[config.mk]
export PLATFORM = sky130hd
export DESIGN_NAME = uart_rx_deframer
export DESIGN_NICKNAME = d
export VERILOG_FILES = /design/src/rtl/uart_pkg.sv /design/src/rtl/axis_sync_fifo.sv /design/src/rtl/uart_rx_deframer.sv
export SDC_FILE = /design/constraint.sdc
export NUM_CORES = 1
export LEC_CHECK = 0
export CAP_MARGIN = 10
export CORE_ASPECT_RATIO = 1.75
export CORE_MARGIN = 2
export CORE_UTILIZATION = 45
export DETAILED_ROUTE_END_ITERATION = 8
export PLACE_DENSITY_LB_ADDON = 0.1
export RECOVER_POWER = 25
export SYNTH_ARGS = -nofsm -noshare
export SYNTH_HDL_FRONTEND = slang
export SYNTH_SLANG_ARGS = --single-unit
[constraint.sdc]
create_clock -name clk -period 8.22 [get_ports clk]
set_input_delay 1.644 -clock clk [delete_from_list [all_inputs] [get_ports clk]]
set_output_delay 1.644 -clock clk [all_outputs]
set_load 0.1 [all_outputs]
[src/rtl/uart_pkg.sv]
// Shared UART framing constants, parser states and the FIFO beat layout.
package uart_pkg;
  localparam logic [7:0] UART_SOF = 8'hA5;

  typedef enum logic [1:0] {HUNT, LEN, PAYLOAD, CHECK} deframe_state_t;

  typedef struct packed {
    logic       user;
    logic       last;
    logic [7:0] data;
  } axis_beat_t;
endpackage

[src/rtl/axis_sync_fifo.sv]
// First-word fall-through sync FIFO: a push shows on the read side 1 cycle later.
// When full, a push is taken only alongside a pop; otherwise the caller sees full and drops it.
module axis_sync_fifo #(
  parameter int WIDTH = 10,
  parameter int DEPTH = 16
) (
  input  logic                     clk,
  input  logic                     rst,
  input  logic                     push,
  input  logic [WIDTH-1:0]         push_dat,
  output logic                     full,
  input  logic                     pop,
  output logic [WIDTH-1:0]         pop_dat,
  output logic                     empty,
  output logic [$clog2(DEPTH):0]   count
);
  localparam int AW = $clog2(DEPTH);

  logic [WIDTH-1:0] mem [DEPTH];
  logic [AW:0]      wptr;
  logic [AW:0]      rptr;
  logic             push_acc;
  logic             pop_acc;

  // Pointers carry one extra bit so full and empty stay distinguishable.
  assign count    = wptr - rptr;
  assign full     = (count == (AW+1)'(DEPTH));
  assign empty    = (wptr == rptr);
  assign pop_acc  = pop && !empty;
  assign push_acc = push && (!full || pop_acc);
  assign pop_dat  = mem[rptr[AW-1:0]];

  always_ff @(posedge clk) begin
    if (rst) begin
      wptr <= '0;
      rptr <= '0;
    end else begin
      if (push_acc) wptr <= wptr + 1'b1;
      if (pop_acc)  rptr <= rptr + 1'b1;
    end
  end

  always_ff @(posedge clk) begin
    if (push_acc) mem[wptr[AW-1:0]] <= push_dat;
  end
endmodule

[src/rtl/uart_rx_deframer.sv]
// Extracts SOF/LEN/payload/XOR-checked frames from a valid-only byte stream onto AXI-Stream.
// Beats appear 1 cycle after FIFO push; on a stalled m_axis the FIFO fills, then bytes drop and set overflow.
module uart_rx_deframer #(
  parameter int DEPTH        = 16,
  parameter int TIMEOUT_CLKS = 8680
) (
  input  logic       clk,
  input  logic       rst,
  input  logic [7:0] s_axis_tdata,
  input  logic       s_axis_tvalid,
  output logic [7:0] m_axis_tdata,
  output logic       m_axis_tvalid,
  input  logic       m_axis_tready,
  output logic       m_axis_tlast,
  output logic       m_axis_tuser,
  output logic       frame_ok,
  output logic       frame_err,
  output logic       overflow,
  input  logic       overflow_clr
);
  import uart_pkg::*;

  localparam int TW = $clog2(TIMEOUT_CLKS + 1);
  localparam logic [TW-1:0] TIMER_LAST = TW'(TIMEOUT_CLKS - 1);

  deframe_state_t         state, state_nxt;
  logic [7:0]             csum, csum_nxt;
  logic [7:0]             rem, rem_nxt;
  logic                   hold_vld, hold_vld_nxt;
  logic [7:0]             hold_dat, hold_dat_nxt;
  logic [TW-1:0]          timer;
  logic                   timeout;
  logic                   chk_bad;
  logic                   frame_ok_nxt, frame_err_nxt;
  logic                   push, pop, drop;
  axis_beat_t             push_beat, pop_beat, out_beat;
  logic                   fifo_full, fifo_empty;
  logic [$clog2(DEPTH):0] fifo_count;

  assign timeout = (state != HUNT) && (timer == TIMER_LAST);
  assign chk_bad = (s_axis_tdata != csum);

  always_comb begin
    state_nxt     = state;
    csum_nxt      = csum;
    rem_nxt       = rem;
    hold_vld_nxt  = hold_vld;
    hold_dat_nxt  = hold_dat;
    push          = 1'b0;
    push_beat     = '0;
    frame_ok_nxt  = 1'b0;
    frame_err_nxt = 1'b0;
    if (timeout) begin
      // Abort flushes the held byte as a bad tail; a coincident byte is re-read as a HUNT byte.
      push          = hold_vld;
      push_beat     = '{user: 1'b1, last: 1'b1, data: hold_dat};
      hold_vld_nxt  = 1'b0;
      frame_err_nxt = 1'b1;
      state_nxt     = (s_axis_tvalid && s_axis_tdata == UART_SOF) ? LEN : HUNT;
    end else if (s_axis_tvalid) begin
      case (state)
        HUNT: if (s_axis_tdata == UART_SOF) state_nxt = LEN;
        LEN: begin
          csum_nxt  = s_axis_tdata;
          rem_nxt   = s_axis_tdata;
          state_nxt = (s_axis_tdata == 8'd0) ? CHECK : PAYLOAD;
        end
        PAYLOAD: begin
          // The newest byte waits in hold until we know whether it is the frame's last.
          csum_nxt     = csum ^ s_axis_tdata;
          rem_nxt      = rem - 8'd1;
          push         = hold_vld;
          push_beat    = '{user: 1'b0, last: 1'b0, data: hold_dat};
          hold_vld_nxt = 1'b1;
          hold_dat_nxt = s_axis_tdata;
          if (rem == 8'd1) state_nxt = CHECK;
        end
        CHECK: begin
          push          = hold_vld;
          push_beat     = '{user: chk_bad, last: 1'b1, data: hold_dat};
          hold_vld_nxt  = 1'b0;
          frame_ok_nxt  = !chk_bad;
          frame_err_nxt = chk_bad;
          state_nxt     = HUNT;
        end
        default: state_nxt = HUNT;
      endcase
    end
  end

  always_ff @(posedge clk) begin
    if (rst) begin
      state     <= HUNT;
      csum      <= '0;
      rem       <= '0;
      hold_vld  <= 1'b0;
      hold_dat  <= '0;
      timer     <= '0;
      frame_ok  <= 1'b0;
      frame_err <= 1'b0;
      overflow  <= 1'b0;
    end else begin
      state     <= state_nxt;
      csum      <= csum_nxt;
      rem       <= rem_nxt;
      hold_vld  <= hold_vld_nxt;
      hold_dat  <= hold_dat_nxt;
      frame_ok  <= frame_ok_nxt;
      frame_err <= frame_err_nxt;
      if (s_axis_tvalid || state == HUNT || timeout) timer <= '0;
      else                                           timer <= timer + 1'b1;
      if (drop)              overflow <= 1'b1;
      else if (overflow_clr) overflow <= 1'b0;
    end
  end

  assign pop  = m_axis_tvalid && m_axis_tready;
  assign drop = push && fifo_full && !pop;

  axis_sync_fifo #(.WIDTH(10), .DEPTH(DEPTH)) u_fifo (
    .clk      (clk),
    .rst      (rst),
    .push     (push),
    .push_dat (push_beat),
    .full     (fifo_full),
    .pop      (pop),
    .pop_dat  (pop_beat),
    .empty    (fifo_empty),
    .count    (fifo_count)
  );

  assign m_axis_tvalid = !fifo_empty;
  assign out_beat      = fifo_empty ? '0 : pop_beat;
  assign m_axis_tdata  = out_beat.data;
  assign m_axis_tlast  = out_beat.last;
  assign m_axis_tuser  = out_beat.user;

  a_fifo_count: assert property (@(posedge clk) disable iff (rst) int'(fifo_count) <= DEPTH);
endmodule

==> run summary <==
====================================================================================
Sinks on Clock Net                                                               218
Final count of negative-setup-slack endpoints                                      0
Crit end category                                                         output pin
Worst hold path class                                                     reg -> reg
Final TNS setup                                                                 0 ps
Largest stage delay, worst path                                              1000 ps
Yosys reg bits                                                                   218
Multiplexer fraction of the synthesized cell area                              0.146
Count of unique library cells instantiated by Yosys                               51
Critical path class                                                       reg -> out
Critical path cell sequence                                             buf_4, mux4_2, mux4_2, nor2b_1, clkdlybuf4s50_1
Placed wire-length estimate                                                  12.8 mm
Total count of hold-check failures in the final report                             0
Prevailing post-synth register cell                                     sky130_fd_sc_hd__edfxtp_1
Number of iterations in the first detailed-routing pass                            5
Sum of overflow across all layers after global routing                             0
Number of resized instances in the post-cts repair step                            0
Slew of the pin with the lowest slew margin                                  1990 ps
Placeable core area                                                       20,200 µm²
H-tree lvl count                                                                   1
Number of antenna violations at the first check in global routing                  0
CP startpoint kind                                                         flip-flop
Crit path max fanout                                                              22
Share of flip-flops with an asynchronous set or reset after synthesis              0
Slew HR                                                                       -0.325
Leakage power total                                                          3.14 nW
Result of the run                                                       complete, but fails checks
Post-synthesis net count                                                         638
RSZ-0062 raised after global routing                                              no
Share of the synthesized netlist area taken by xor and xnor gates             0.0248
Max Cap Viol                                                                       1
Filler-free cell count of the finished design                                    896
Post-synthesis adder-cell area fraction                                       0.0232
Iteration-0 DRC Markers                                                          332
Filler cells                                                                   1,758
Maximum resistive drop on vdd                                               0.137 mV
Routing layer with the top usage in global route                                met2
Average wire length per cell after detail routing                            21.9 µm
Arrival time worst endpoint                                                  4040 ps
IO buf count                                                                      26
Post-synthesis simple-gate area fraction                                      0.0957
Global Route Usage Sum                                                         0.186
Fin. max-slew vios                                                                45
Main combinational cell family by area after synthesis                  multiplexers
Inserted Diodes                                                                    0
# hold bufs at CTS                                                                 0
Met1 routing resource usage after global routing                               0.209
Area fraction in compound gates after synthesis                               0.0412
Die outline area                                                          21,600 µm²
DIE WIDTH                                                                     112 µm
Share of post-route cells with drive strength above 1                          0.153
Post-DR vias/cell                                                               5.60
Min-delay src                                                               timer[0]
Post-layout utilization of the core                                            0.513
Clock tree from TritonCTS                                                        yes
Count of flip-flops with a built-in enable after synthesis                       160
Number of global-route vias before repair                                      5,283
Share of the cycle needed by the critical path after routing                   0.691
Max Buffers Root-to-Sink                                                           3
Wire length of the first global-routing pass                                 30.5 mm
Routed vias                                                                    5,017
Critical-path top delay cell                                            sky130_fd_sc_hd__clkdlybuf4s50_1
Most prevalent standard cell on the critical path                       sky130_fd_sc_hd__mux4_2
Crit path required time                                                      6580 ps
Maximum clock rate                                                           176 MHz
Failing checks                                                          max-capacitance violations, max-slew violations
Fraction of the yosys area taken by sequential cells                           0.650
Post-CTS setup-driven buffer insertion count                                       0
Chip Height                                                                   193 µm
Drt total wl                                                                 19.6 mm
I/O pin count                                                                     27
Power density relative to cell area                                       205 nW/µm²
Synth Warn #                                                                       0
Rows                                                                              69
DRC violations left                                                                0
Pin count of the biggest net entering global routing                              45
Instance count after placement with tap cells included                           860
Starting density of the core                                                   0.455
Tmin final                                                                   5680 ps
Clock root buffer                                                       sky130_fd_sc_hd__clkbuf_16
Startpoint of the worst-slack reg-to-reg timing path                        state[1]
Remaining number of nets flagged by the antenna check after routing                0
Clk pin slew, worst setup/hold paths                                           70 ps
Net total in the final layout                                                    664
Cells after synthesis                                                            608
Clk_skew                                                                     8.09 ps
Clock network latency to the later pin of the worst-skew pair                 480 ps
Global routing usage on met2                                                   0.369
Global placer's final weighted congestion                                      0.760
Syn Area/Cell                                                               15.1 µm²
Global routing met3 resource utilization                                      0.0228
Synthesized cell area                                                       9180 µm²
Number of buffers inserted during clock tree synthesis                            20
Layout area overhead                                                           12.9%
====================================================================================
[state kept, by name, indices dropped and copies added (netlist names), named ones only]
name / cells
u_fifo.mem: 160
hold_vld: 1
frame_err: 1
timer: 14
overflow: 1
rem: 8
csum: 8
u_fifo.wptr: 5
hold_dat: 8
state: 2
frame_ok: 1
u_fifo.rptr: 5
[per-stage QoR]
stage	hold WS [ps]	total power [W]	worst slack [ps]	area, µm²
2_1_floorplan	426	0.00120	4050	9180
3_3_place_gp	438	0.00121	3010	9690
3_5_place_dp	452	0.00121	2960	9690
4_1_cts	467	0.00214	2420	10400
5_1_grt	493	0.00218	2310	10400
6_report	462	0.00212	2540	10400
[power by group]
part	switching [W]	total, W	internal (W)	leakage, nW
Sequential	0.000000335	0.00116	0.00116	1.72
Clock	0.000389	0.000935	0.000546	0.339
Combinational	0.0000120	0.0000202	0.00000825	1.08
[layout by cell type (no fill, tap or decap), drive strengths merged, types with 10 or more instances in the layout]
cell type,n
dfxtp,58
inv,16
o21ai,19
clkbuf,28
mux4,50
clkdlybuf4s50,24
and2,11
mux2i,16
nand2,25
ha,17
nand3,16
nor2b,17
edfxtp,160
a21oi,20
xor2,18
a22oi,10
and3,15
nor2,54
[path summary, 6_finish.rpt]
check / slack (ps) / depth (start not counted) / end
setup reg to reg: 4970 / 7 / u_fifo.mem[1][5]
hold / removal: 460 / 1 / timer[0]
setup / recovery: 2540 / 5 / m_axis_tdata[0]
hold reg to reg: 460 / 1 / timer[0]
[kinds of logic after synthesis]
| kind of cell | Yosys count |
|---|---|
| flip-flops | 218 |
| buffers and inverters | 44 |
| XOR/XNOR | 26 |
| adder cells (fa/ha/maj) | 17 |
| AO/OA/AOI/OAI | 61 |
| multiplexers | 70 |
| AND/OR/NAND/NOR | 172 |
[Yosys cell counts (2+ instances only)]
cell                       count  area, µm²
sky130_fd_sc_hd__edfxtp_1    160       4800
sky130_fd_sc_hd__dfxtp_1      58       1160
sky130_fd_sc_hd__nor2_1       54        203
sky130_fd_sc_hd__mux4_2       50       1130
sky130_fd_sc_hd__nand2_1      25       93.8
sky130_fd_sc_hd__a21oi_1      20        100
sky130_fd_sc_hd__o21ai_0      19       95.1
sky130_fd_sc_hd__clkbuf_1     18       67.6
sky130_fd_sc_hd__xor2_1       18        158
sky130_fd_sc_hd__ha_1         17        213
sky130_fd_sc_hd__nor2b_1      17        106
sky130_fd_sc_hd__inv_1        16       60.1
sky130_fd_sc_hd__mux2i_1      16        160
sky130_fd_sc_hd__and3_1       15       93.8
sky130_fd_sc_hd__nand3_1      15       75.1
sky130_fd_sc_hd__and2_1       11       68.8
sky130_fd_sc_hd__a22oi_1      10       75.1
sky130_fd_sc_hd__xnor2_1       8       70.1
sky130_fd_sc_hd__buf_2         7       35.0
sky130_fd_sc_hd__nand4_1       7       43.8
sky130_fd_sc_hd__nor3_1        7       35.0
sky130_fd_sc_hd__nor4_1        6       37.5
sky130_fd_sc_hd__nand2b_1      3       18.8
sky130_fd_sc_hd__and4_1        2       17.5
sky130_fd_sc_hd__mux2_4        2       30.0
sky130_fd_sc_hd__or3_1         2       12.5
[layout make-up]
cell class                      instances  area (µm²)  area share
Tap cell                              248         310      0.0299
Multi-Input combinational cell        346        3050       0.294
Clock inverter                          9        76.3     0.00736
Timing Repair Buffer                   31         294      0.0284
Sequential cell                       218        5970       0.576
Clock buffer                           27         599      0.0578
Inverter                               17        63.8     0.00616
[worst max-delay path, delay by kind of cell (launching register included)]
kind | cells | cell delay, ps
DFF | 1 | 770
buffers and inverters | 2 | 1510
and+or+nand+nor | 1 | 150
muxes | 2 | 1080
[routing by layer]
metal / share of wire / wire, µm
met3: 0.042 / 831
met5: 0 / 0
met2: 0.58 / 11400
met1: 0.36 / 7070
met4: 0.017 / 336
Note: power is estimated with default switching activity, not from simulation.
